$ cat src/rtl/hpdcache_pkg.sv
// HPDcache shared request, tag and PMA types.
// Used by the core request stage and its storage.
package hpdcache_pkg;

  typedef enum logic [3:0] {
    HPDCACHE_REQ_LOAD  = 4'h0,
    HPDCACHE_REQ_STORE = 4'h1,
    HPDCACHE_REQ_AMO   = 4'h2,
    HPDCACHE_REQ_CMO   = 4'h3
  } hpdcache_req_op_t;

  typedef logic [19:0] hpdcache_tag_t;

  typedef struct packed {
    logic uncacheable;
    logic io;
  } hpdcache_pma_t;

  typedef struct packed {
    logic [11:0]      addr_offset;
    logic [31:0]      wdata;
    hpdcache_req_op_t op;
    logic [3:0]       be;
    logic [1:0]       size;
    logic [2:0]       sid;
    logic [3:0]       tid;
  } hpdcache_req_t;

endpackage

$ cat src/rtl/hpdcache_fifo_reg.sv
// Register-based FIFO with first-word-fall-through head.
// Entry storage is not reset; only pointers and count are.
module hpdcache_fifo_reg #(
  parameter int unsigned FIFO_DEPTH = 3,
  parameter type entry_t = logic
) (
  input  logic                             clk_i,
  input  logic                             rst_ni,
  input  logic                             push_i,
  input  entry_t                           wdata_i,
  input  logic                             pop_i,
  output entry_t                           rdata_o,
  output logic [$clog2(FIFO_DEPTH+1)-1:0]  count_o
);

  localparam int unsigned PW =
    (FIFO_DEPTH > 1) ? $clog2(FIFO_DEPTH) : 1;
  localparam int unsigned CW = $clog2(FIFO_DEPTH + 1);
  localparam logic [PW-1:0] LAST = PW'(FIFO_DEPTH - 1);

  entry_t        mem_q [FIFO_DEPTH];
  logic [PW-1:0] wptr_q;
  logic [PW-1:0] rptr_q;
  logic [CW-1:0] cnt_q;

  function automatic logic [PW-1:0] inc(
    input logic [PW-1:0] p
  );
    return (p == LAST) ? '0 : p + PW'(1);
  endfunction

  always_ff @(posedge clk_i or negedge rst_ni) begin
    if (!rst_ni) begin
      wptr_q <= '0;
      rptr_q <= '0;
      cnt_q  <= '0;
    end else begin
      if (push_i) wptr_q <= inc(wptr_q);
      if (pop_i)  rptr_q <= inc(rptr_q);
      unique case ({push_i, pop_i})
        2'b10:   cnt_q <= cnt_q + CW'(1);
        2'b01:   cnt_q <= cnt_q - CW'(1);
        default: ;
      endcase
    end
  end

  always_ff @(posedge clk_i) begin
    if (push_i) mem_q[wptr_q] <= wdata_i;
  end

  assign rdata_o = mem_q[rptr_q];
  assign count_o = cnt_q;

endmodule

$ cat src/rtl/hpdcache_core_req_stage.sv
// Core request stage: holds a request one cycle until tag/PMA/abort
// arrive, then queues the complete request for the controller.
module hpdcache_core_req_stage
  import hpdcache_pkg::*;
#(
  parameter int unsigned FIFO_DEPTH = 3
) (
  input  logic          clk_i,
  input  logic          rst_ni,
  input  logic          in_req_valid_i,
  output logic          in_req_ready_o,
  input  hpdcache_req_t in_req_i,
  input  logic          in_abort_i,
  input  hpdcache_tag_t in_tag_i,
  input  hpdcache_pma_t in_pma_i,
  output logic          out_req_valid_o,
  input  logic          out_req_ready_i,
  output hpdcache_req_t out_req_o,
  output hpdcache_tag_t out_tag_o,
  output hpdcache_pma_t out_pma_o,
  output logic          abort_evt_o,
  output logic          empty_o
);

  localparam int unsigned CW = $clog2(FIFO_DEPTH + 1);

  typedef struct packed {
    hpdcache_req_t req;
    hpdcache_tag_t tag;
    hpdcache_pma_t pma;
  } entry_t;

  logic          s1_valid_q;
  hpdcache_req_t s1_req_q;
  logic [CW-1:0] count;
  logic          accept;
  logic          push;
  logic          pop;
  entry_t        push_e;
  entry_t        head_e;

  // Stage-1 occupant reserves a slot so a push never meets a full FIFO
  assign in_req_ready_o =
    (32'(count) + 32'(s1_valid_q)) < FIFO_DEPTH;
  assign accept = in_req_valid_i & in_req_ready_o;
  assign push   = s1_valid_q & ~in_abort_i;
  assign abort_evt_o = s1_valid_q & in_abort_i;

  assign out_req_valid_o = (count != '0);
  assign pop     = out_req_valid_o & out_req_ready_i;
  assign empty_o = (count == '0) & ~s1_valid_q;

  always_ff @(posedge clk_i or negedge rst_ni) begin
    if (!rst_ni) s1_valid_q <= 1'b0;
    else         s1_valid_q <= accept;
  end

  always_ff @(posedge clk_i) begin
    if (accept) s1_req_q <= in_req_i;
  end

  assign push_e.req = s1_req_q;
  assign push_e.tag = in_tag_i;
  assign push_e.pma = in_pma_i;

  hpdcache_fifo_reg #(
    .FIFO_DEPTH (FIFO_DEPTH),
    .entry_t    (entry_t)
  ) u_fifo (
    .clk_i   (clk_i),
    .rst_ni  (rst_ni),
    .push_i  (push),
    .wdata_i (push_e),
    .pop_i   (pop),
    .rdata_o (head_e),
    .count_o (count)
  );

  assign out_req_o = head_e.req;
  assign out_tag_o = head_e.tag;
  assign out_pma_o = head_e.pma;

endmodule

$ cat config.mk
export PLATFORM = sky130hd
export DESIGN_NAME = hpdcache_core_req_stage
export DESIGN_NICKNAME = d
export VERILOG_FILES = /design/src/rtl/hpdcache_pkg.sv /design/src/rtl/hpdcache_fifo_reg.sv /design/src/rtl/hpdcache_core_req_stage.sv
export SDC_FILE = /design/constraint.sdc
export NUM_CORES = 1
export LEC_CHECK = 0
export CORE_UTILIZATION = 50
export CTS_CLUSTER_SIZE = 12
export DETAILED_ROUTE_END_ITERATION = 6
export PLACE_DENSITY = 0.74
export SYNTH_ARGS = -nofsm -noshare
export SYNTH_HDL_FRONTEND = slang
export SYNTH_SLANG_ARGS = --single-unit
$ cat constraint.sdc
create_clock -name clk_i -period 19.6 [get_ports clk_i]
set_input_delay 2.94 -clock clk_i [delete_from_list [all_inputs] [get_ports clk_i]]
set_output_delay 2.94 -clock clk_i [all_outputs]
set_load 0.1 [all_outputs]
# ---- Word level (Yosys, flattened, before mapping)
# Memory sizes are Yosys's and may differ from the RTL's.
# Cells that the tools add are included.
dict set report word_totals {
  n_memories 1
  output_inout_bits 87
  in_bits 88
  elab_cells 37
  ramBits 249
  regBits 68
}
# name words width rd rd_ports_with_merged_regs write_ports line
set mem_list {}
lappend mem_list {u_fifo.mem_q 3 83 1 0 1 hpdcache_fifo_reg.sv:21} ;# entry_t mem_q [FIFO_DEPTH];
dict set report classes {
  n_bitwise 7
  n_eq_ne 4
  n_addsub 5
  magnitude_cmp 1
  reduce_logical 3
  mux 5
}
# operator n
set ops {}
lappend ops {{adder 2 x 1 -> 2 bit (second input constant)} 3}
lappend ops {{equality test 2 bit (second input constant)} 3}
lappend ops {{AND 1 bit} 5}
lappend ops {{2-to-1 mux 2 bit} 2}
lappend ops {{one-hot mux 2 bit (2 select lines)} 1}
lappend ops {{nonzero test 2 bit} 2}
lappend ops {{adder 2 x 1 -> 3 bit} 1}
lappend ops {{< comparator 3 x 2 -> 1 bit (second input constant)} 1}
lappend ops {{equality test 2 x 1 -> 1 bit (second input constant)} 1}
lappend ops {{logical NOT 2 bit} 1}
lappend ops {{2-to-1 mux 1 bit} 2}
lappend ops {{NOT 1 bit} 2}
lappend ops {{subtractor 2 x 1 -> 2 bit (second input constant)} 1}

# ---- Depth between registers and ports, before layout
dict set report depth {
  depth_word 4
  mapped_depth 6
  mapped_depth_nobuf 6
}

# ---- By module
# From an unflattened synthesis, not the netlist that was laid out.
dict set report unflattened {
  hier_cells 619
  hier_area_um2 11417.2
}
# module area_each_um2 cells_each seq_area_each_um2 n_inst
set modules_own_cells {}
lappend modules_own_cells {hpdcache_fifo_reg 9490.4 548 7627.3 1}
lappend modules_own_cells {hpdcache_core_req_stage 1926.8 71 1856.8 1}

# ---- Worst setup path before layout
# No wires, ideal clock.
dict set report synth_path {
  path_kind {input -> register}
  start {input in_abort_i}
  end {memory u_fifo.mem_q[1][0] (netlist name) (enable)}
  arrival_ns 9.306
  path_slack_ns 9.648
  n_path_buf 0
  setup_time_ns 0.646
  path_stages 2
  required_ns 18.954
  cell_sequence {nand2b_1 -> nor3b_1}
}
dict set report synth_via {
  elab_chain_cells 4
}
# item line
set synth_rtl {}
lappend synth_rtl {{start: declaration} hpdcache_core_req_stage.sv:13} ;# input logic in_abort_i,
lappend synth_rtl {{NOT 1 bit} hpdcache_core_req_stage.sv:46} ;# assign push = s1_valid_q & ~in_abort_i;
lappend synth_rtl {{AND 1 bit} hpdcache_core_req_stage.sv:46}
lappend synth_rtl {{2-to-1 mux 1 bit} hpdcache_fifo_reg.sv:49} ;# if (push_i) mem_q[wptr_q] <= wdata_i;
lappend synth_rtl {{2-to-1 mux 1 bit (not written as such)} hpdcache_fifo_reg.sv:49}
lappend synth_rtl {{end: declaration} hpdcache_fifo_reg.sv:21}
# No other way between the ends.

# ---- Final worst setup path
dict set report layout_path {
  start {input in_abort_i}
  end {output abort_evt_o}
}
dict set report layout_via {
  elab_chain_cells 1
}
# item line
set layout_rtl {}
lappend layout_rtl {{AND 1 bit} hpdcache_core_req_stage.sv:47} ;# assign abort_evt_o = s1_valid_q & in_abort_i;
lappend layout_rtl {{end: declaration} hpdcache_core_req_stage.sv:21} ;# output logic abort_evt_o,
# No other way between the ends.

==> impl_metrics.toml <==
[yosys]
synth-compound-area-share_pct = 3.957
syn_nets = 710
synth_cell_types = 23
syn_inst = 619
synth-xor-area-share_pct = 0.2296
synth_fa_ha_area_share_pct = 0.3279
synth.area.mux_share_pct = 7.258
synth_area_per_cell_um2 = 18.49
synth-seq-cells = 317
yosys.area_share.simple_pct = 3.290
syn_area_um2 = 11450
ys_seq_area_share_pct = 82.86
ys.warnings.count = 0
synth_top_family_by_area = "multiplexers"

[floorplanning]
dieArea_um2 = 23500
num_rows = 54
core_um2 = 22160
die_h_um = 153.3
die_w_um = 153.3
pin_count = 175
start_util_pct = 51.65

[timing]
fin_worst_skew_ns = 0.01195
hold_slack_ns = 0.4649
rsz0062_at_grt = "false"
fin_crit_sh_pct = 38.76
drv_slew = 0
relSlewSlack_pct = 31.13
fmax_ghz = 0.1316
finalSetupViolCount = 0
min_period_ns = 7.598
hold_viol = 0
setup-tns-final_ns = 0
worst_slew_pin_slew_ns = 1.030

[place]
dpl_cell_area_um2 = 13390
hpwl_um = 11860
placed_cells = 1053
portBuffers = 174
gp_congestion = 0.7083

[global_route]
grt_pass1_vias = 6044
overflow = 0
grt_pass1_wl_um = 31610
global_route.usage.total_pct = 17.53
grt_max_degree = 92
antenna_found_initial = 1

[final_layout]
area.growth.synth_to_final_pct = 25.63
drive_above_1_share_pct = 6.909
layout_common_cells = "edfxtp_1 (310), clkdlybuf4s50_1 (174), nand2_1 (85)"
stdcell_area_um2 = 14380
layout.nets = 900
fin_cells = 1105
final_common_cell = "edfxtp_1"
diodes = 0
fill_cells = 1513

[clocking]
cts.repair.resized = 0
cts_buffers = 34
htree_levels = 2
cts_setup_buffers = 0
cts.reportedPaths.clkPinSlew_ns = 0.05
cts_tree = "built"
insertion_delay_ns = 0.49
cts-root-buf = "clkbuf_16"
clock_sinks = 317
ctsHoldBuffers = 0
clockBufferDepth = 3

[setup_path]
required_ns = 16.66
crit_path_frequent_cell = "clkdlybuf4s50_1"
path_cells = "clkdlybuf4s50_1, and2_1, clkdlybuf4s50_1"
critPathCaptureType = "primary output"
arrival_ns = 4.66
reg2reg_to = "push_e[65]"
r2r-start = "u_fifo.count_o[0]"
critPathBufInv = 2
crit_type = "in -> out"
cp_top_family = "buffers and inverters"
reg2reg_depth = 4
worstSetupStartpointType = "input pin"
crit_path_max_fanout = 2
crit_slowest_cell = "clkdlybuf4s50_1"
rrSetupSlack_ns = 17.31
slowest_delay_ns = 1.13

[hold_path]
min_to = "u_fifo.mem_q[1][22]"
worstHoldStart = "push_e[22]"
hold_depth = 0
hp-class = "reg -> reg"

[route]
vias = 5773
wl_per_cell_um = 18.34
drt_pass1_iterations = 4
drt-initial-drc-count = 289
ant_nets = 0
drc = 0
viasPerCell = 5.224
drt_wl_total_um = 20270

[outcome]
status = "completed"

[run]
maxCapViolations = 0
area by class of cell:
| cell class | count | area (um^2) | share of cell area, % |
|---|---|---|---|
| multi-input combinational | 273 | 1742 | 12.11 |
| inverter | 1 | 3.754 | 0.02610 |
| timing repair buffer | 182 | 1802 | 12.53 |
| tap | 280 | 350.3 | 2.436 |
| clock inverter | 9 | 42.54 | 0.2958 |
| clock buffer | 43 | 948.4 | 6.595 |
| sequential | 317 | 9492 | 66.01 |
synthesized netlist by cell type, drive strengths merged:
cell type | n | area, um^2
a21o | 3 | 22.52
a21oi | 1 | 5.000
and2 | 2 | 12.51
buf | 22 | 211.5
clkbuf | 6 | 22.52
dfrtp | 7 | 175.2
edfxtp | 310 | 9309
ha | 3 | 37.54
inv | 1 | 3.750
mux2i | 83 | 830.8
nand2 | 85 | 319.1
nand2b | 1 | 6.260
nor2 | 2 | 7.510
nor3 | 2 | 10.01
nor3b | 2 | 15.01
o21ai | 85 | 425.4
or2 | 1 | 6.260
xnor2 | 2 | 17.52
xor2 | 1 | 8.760
per-stage QoR:
step	worst slack, ns	util [%]
after floorplan	9.648	-
after global placement	12.00	60.42
after detailed placement	12.00	60.42
after CTS	12.00	64.89
after global routing	11.99	64.89
final	12.00	64.89
worst max-delay path by stage:
stage | start | to | slack (ns) | depth (start not counted)
6_report | in_abort_i | abort_evt_o | 12.00 | 3
4_1_cts | in_abort_i | abort_evt_o | 12.00 | 3
3_3_place_gp | in_abort_i | abort_evt_o | 12.00 | 3
2_1_floorplan | in_abort_i | u_fifo.mem_q[1][0] | 9.65 | 2
3_5_place_dp | in_abort_i | abort_evt_o | 12.00 | 3
5_1_grt | in_abort_i | abort_evt_o | 11.99 | 3
sequential cells by signal, indices dropped and copies added (netlist names):
| signal | count |
|---|---|
| push_e | 61 |
| s1_valid_q | 1 |
| u_fifo.count_o | 2 |
| u_fifo.mem_q | 249 |
| u_fifo.rptr_q | 2 |
| u_fifo.wptr_q | 2 |
per-layer routing:
layer	vias to the layer above	GRT usage, %	routed length (um)
met2	197	30.25	10060
met5	-	0	13
met4	2	5.724	446
li1	2737	-	-
met3	40	4.423	1363
met1	2797	21.66	8383
logic make-up (layout without fill, tap and decap cells):
logic type,after synthesis,count (layout)
DFF,317,317
and+or+nand+nor,95,95
AOI/OAI and AO/OA,89,89
muxes,83,83
buffers and inverters,29,235
adders and majority gates,3,3
xor gates and xnor gates,3,3
Power is not shown: default switching activity piles up to over one toggle a cycle in this logic, so the estimate is an artifact.
